## config.mk

```make
export PLATFORM = sky130hd
export DESIGN_NAME = branch_jump_resolve_ctrl
export DESIGN_NICKNAME = d
export VERILOG_FILES = /design/src/rtl/branch_jump_resolve_ctrl.sv
export SDC_FILE = /design/constraint.sdc
export NUM_CORES = 1
export LEC_CHECK = 0
export CAP_MARGIN = 30
export CORE_ASPECT_RATIO = 1.2
export CORE_UTILIZATION = 50
export CTS_CLUSTER_SIZE = 20
export DETAILED_ROUTE_END_ITERATION = 16
export PLACE_DENSITY = 0.85
export SYNTH_ARGS = -nofsm -noshare
export SYNTH_HDL_FRONTEND = slang
export SYNTH_SLANG_ARGS = --single-unit
```

## constraint.sdc

```tcl
create_clock -name clk -period 4.1 [get_ports clk]
set_input_delay 1.23 -clock clk [delete_from_list [all_inputs] [get_ports clk]]
set_output_delay 1.23 -clock clk [all_outputs]
set_load 0.1 [all_outputs]
```

## src/rtl/branch_jump_resolve_ctrl.sv

```systemverilog
// Control-hazard controller: holds fetch and bubbles ID while a branch/jump is
// unresolved, then issues a one-cycle PC redirect plus IF flush on a taken transfer.
module branch_jump_resolve_ctrl #(
  parameter int MAX_WAIT = 8,
  parameter int CNT_W    = 32
) (
  input  logic             clk,
  input  logic             rstn,
  input  logic             id_valid,
  input  logic             id_is_branch_jump,
  input  logic             ex_resolve_valid,
  input  logic             ex_taken,
  input  logic [31:0]      ex_target,
  output logic             if_stall,
  output logic             id_bubble,
  output logic             if_flush,
  output logic             redirect_valid,
  output logic [31:0]      redirect_target,
  output logic             misalign_err,
  output logic             timeout_err,
  output logic [CNT_W-1:0] branch_cnt,
  output logic [CNT_W-1:0] taken_cnt
);

  localparam logic [1:0] S_IDLE     = 2'd0;
  localparam logic [1:0] S_WAIT     = 2'd1;
  localparam logic [1:0] S_REDIRECT = 2'd2;

  localparam int              WW        = $clog2(MAX_WAIT + 1);
  localparam logic [WW-1:0]   WAIT_LAST = WW'(MAX_WAIT - 1);
  localparam logic [WW-1:0]   ONE_W     = WW'(1);
  localparam logic [CNT_W-1:0] ONE_C    = CNT_W'(1);

  logic [1:0]    state;
  logic [1:0]    state_nxt;
  logic [WW-1:0] wait_cnt;

  logic detect;
  logic resolve_taken;
  logic resolve_not_taken;
  logic wait_expired;

  assign detect            = id_valid & id_is_branch_jump;
  assign resolve_taken     = ex_resolve_valid & ex_taken;
  assign resolve_not_taken = ex_resolve_valid & ~ex_taken;
  // wait_cnt counts WAIT cycles already spent; this is the MAX_WAIT-th one.
  assign wait_expired      = (wait_cnt == WAIT_LAST);

  // Handshake: a detection is consumed the cycle it is seen in IDLE; EX
  // resolution is only accepted while in WAIT and is a single-cycle strobe.
  always_comb begin
    state_nxt = state;
    case (state)
      S_IDLE: begin
        if (detect) state_nxt = S_WAIT;
      end
      S_WAIT: begin
        if (resolve_taken)          state_nxt = S_REDIRECT;
        else if (resolve_not_taken) state_nxt = S_IDLE;
        else if (wait_expired)      state_nxt = S_IDLE;
      end
      S_REDIRECT: state_nxt = S_IDLE;
      default:    state_nxt = S_IDLE;
    endcase
  end

  always_ff @(posedge clk) begin
    if (!rstn) begin
      state           <= S_IDLE;
      wait_cnt        <= '0;
      redirect_target <= '0;
      misalign_err    <= 1'b0;
      timeout_err     <= 1'b0;
      branch_cnt      <= '0;
      taken_cnt       <= '0;
    end else begin
      state        <= state_nxt;
      misalign_err <= 1'b0;
      timeout_err  <= 1'b0;
      case (state)
        S_IDLE: begin
          if (detect) begin
            branch_cnt <= branch_cnt + ONE_C;
            wait_cnt   <= '0;
          end
        end
        S_WAIT: begin
          wait_cnt <= wait_cnt + ONE_W;
          if (resolve_taken) begin
            redirect_target <= {ex_target[31:1], 1'b0};
            taken_cnt       <= taken_cnt + ONE_C;
            misalign_err    <= ex_target[1];
          end else if (!ex_resolve_valid && wait_expired) begin
            timeout_err <= 1'b1;
          end
        end
        default: ;
      endcase
    end
  end

  // Stall in IDLE is combinational so the fall-through fetch is held immediately.
  assign if_stall       = (state == S_WAIT) | ((state == S_IDLE) & detect);
  assign id_bubble      = (state == S_WAIT) | (state == S_REDIRECT);
  assign redirect_valid = (state == S_REDIRECT);
  assign if_flush       = (state == S_REDIRECT);

endmodule

```

==> results.md <==
* Share of cells above drive strength 1 at 4.88%
* Routed vias at 4,311
* 1st-iter DRT viols at 200
* Setup Skew at 0.00974 ns
* Yosys cell types at 42
* Gr ovfl total at 0
* CTS max path bufs at 2
* Fill count at 706
* Max_cap viols at 0
* Unrepaired setup endpoints after global routing: no
* TritonCTS clock tree: done
* PD cells at 321 nW/um^2
* Die area at 9360 um^2
* Die Span Y at 106 um
* Post-CTS Hold Fix Bufs at 0
* Register area at 2060 um^2
* Pwr Total at 1.95 mW
* Number of CTS-inserted buffers at 9
* Mean area per synthesized cell at 8.39 um^2
* Worst-Margin Slew at 1.03 ns
* DRC errors left at 0
* All-Layer GR Usage at 24.1%
* Layout area overhead at 35.4%
* Util after Layout at 70.2%
* Crit Path Category: in2out
* CP required at 2.87 ns
* Outcome: finished, final reports clean
* Nets@finish at 699
* DP Wirelength at 7640 um
* Skew-Pair Late Insertion Delay at 0.35 ns
* Peak supply drop at 270 uV
* Setup Viol. Count Final at 0
* Routability cong. at 0.829
* Period utilisation layout at 85.7%
* Antenna cells at 0
* Largest net degree at the start of global routing at 59
* Seq cells post-synth at 103
* Predominant post-synthesis flop cell: dfxtp_1
* Initial Utilization at 51.8%
* H-tree depth at 3
* Root Buffer: clkbuf_8
* Detailed Route WL at 11,000 um
* Worst Setup Start Kind: input pin
* Post-route ant nets at 0
* Top delay family on crit path: buffers and inverters
* Clock period minus worst slack at 3.51 ns
* Warnings from Yosys at 0
* I/O pin count at 140
* Buf+Inv Stages, Crit Path at 2
* Worst path slowest cell: clkdlybuf4s50_1
* Initial antenna violation count at 0
* CP cell instances: clkdlybuf4s50_1 > nand3_2 > nand2b_1 > buf_12
* Core area at 8660 um^2
* Hold Crit Class: reg2reg
* Crit end category: output pin
* DR vias/cell at 5.58
* Synth Instances at 535
* Post-CTS setup buffer count at 0
* Max Fclk at 0.285 GHz
* Die Width at 88.5 um
* IO buf count at 137
* Critical Path AT at 2.28 ns
* Clock Pin Slew Worst Setup and Hold Paths at 0.09 ns
* Cell area after layout at 6080 um^2
* Worst stage delay on the critical path at 0.52 ns
* Vias in the first global route at 3,990
* Final slew viol count at 0
* Lkg Pwr at 1.92 nW
* Global-route wire length before repair at 18,000 um
* Async set-reset flop share out of synthesis at 0%
* Resized cells post-CTS at 0
* Worst-path fanout max at 9
* Sequential share of the synthesized area at 45.9%
* Clock sink count at 103
* Row Count at 37
* Area occupied by multi-input gates at 2220 um^2
* Post-Syn Area at 4490 um^2
* Avg WL per Cell at 14.3 um
* Syn nets at 580
* DP Area at 5900 um^2
* Final Worst Setup Slack at 0.586 ns
* EDFF count, synth at 0
* Slew Limit Headroom at 31.4%
* Setup TNS at 0 ns
* Drt first pass iters at 5
* Setup WS pre-CTS at 0.543 ns
* Final Hold Fails at 0
==> cell families after synthesis <==
group / share of synthesized area (%)
flops: 45.9
xor+xnor: 4.29
simple gates: 27.3
compound gates: 14.8
mux: 1.12
other cells: 0.0836
fa+ha+maj: 1.95
buf+inv: 4.49
==> layer usage <==
metal / GRT usage, % / vias to the layer above / wire [um]
li1: - / 2158 / -
met3: 5.95 / 12 / 581
met2: 42.4 / 116 / 5610
met5: 0 / - / 0
met4: 6.80 / 0 / 146
met1: 28.5 / 2025 / 4710
==> worst reg2reg max path: cells and delay by family (launching register included) <==
kind | cells | cell delay [ns]
and+or+nand+nor | 3 | 1.61
DFF | 1 | 0.33
adders and majority gates | 1 | 0.24
AOI/OAI and AO/OA | 1 | 0.14
buffers and inverters | 1 | 0.11
==> cell usage after synthesis, types with 3 or more instances <==
cell | n | share of area [%]
dfxtp_1 | 103 | 46
nand2_1 | 89 | 7.4
a21oi_1 | 74 | 8.3
o31ai_1 | 29 | 4.9
or4_1 | 28 | 4.7
nor2_1 | 27 | 2.3
clkbuf_1 | 26 | 2.2
nand3_1 | 18 | 2.0
inv_1 | 15 | 1.3
nand4_1 | 15 | 2.1
xnor2_1 | 12 | 2.3
o21ai_0 | 11 | 1.2
xor2_1 | 10 | 2.0
or3_1 | 9 | 1.3
ha_1 | 7 | 2.0
and3_1 | 6 | 0.84
and4_1 | 6 | 1.2
nor3_1 | 6 | 0.67
nor4_1 | 6 | 0.84
mux2i_1 | 5 | 1.1
nand2b_1 | 3 | 0.42
nor2b_1 | 3 | 0.42
or4_4 | 3 | 0.75
==> layout by cell type, fill, tap and decap left out, types with 7 or more instances in the layout <==
| master | synthesis | routed |
|---|---|---|
| inv_1 | 15 | 15 |
| a21oi_1 | 74 | 74 |
| or4_1 | 28 | 28 |
| nor2_1 | 27 | 27 |
| nand3_1 | 18 | 18 |
| xnor2_1 | 12 | 12 |
| o31ai_1 | 29 | 29 |
| nand4_1 | 15 | 15 |
| buf_4 | 2 | 8 |
| o21ai_0 | 11 | 11 |
| ha_1 | 7 | 7 |
| or3_1 | 9 | 9 |
| clkbuf_8 | 0 | 9 |
| xor2_1 | 10 | 10 |
| dfxtp_1 | 103 | 103 |
| clkdlybuf4s50_1 | 0 | 131 |
| nand2_1 | 89 | 89 |
==> path summary, 6_finish.rpt <==
path                       start  slack [ns]             endpoint  depth (start not counted)
min reg2reg  redirect_target[13]        0.46  redirect_target[13]                          2
max reg2reg             state[1]        1.62       branch_cnt[31]                          6
max            id_is_branch_jump        0.59             if_stall                          4
min          redirect_target[13]        0.46  redirect_target[13]                          2
==> where the power goes <==
group / internal (mW) / switching [mW]
Combinational: 0.0961 / 0.226
Sequential: 1.02 / 0.0120
Clock: 0.271 / 0.327
Total: 1.38 / 0.565
==> area by class of cell <==
type / count / area share, %
multi-input combinational: 383 / 36.6
sequential: 103 / 33.9
timing repair buffer: 141 / 23.2
tap: 117 / 2.41
clock buffer: 9 / 2.04
inverter: 16 / 0.988
clock inverter: 4 / 0.823
==> registers in the layout, indices dropped and copies added (netlist names) <==
name,count
timeout_err,1
misalign_err,1
branch_cnt,32
taken_cnt,32
redirect_target,31
wait_cnt,4
state,2
==> metrics by stage <==
stage / std cells / hold slack (ns)
floorplan: 535 / 0.453
global placement: 760 / 0.442
detailed placement: 760 / 0.448
CTS: 773 / 0.461
global route: 773 / 0.487
finish: 773 / 0.460
Power figures use the tool's default switching activity.
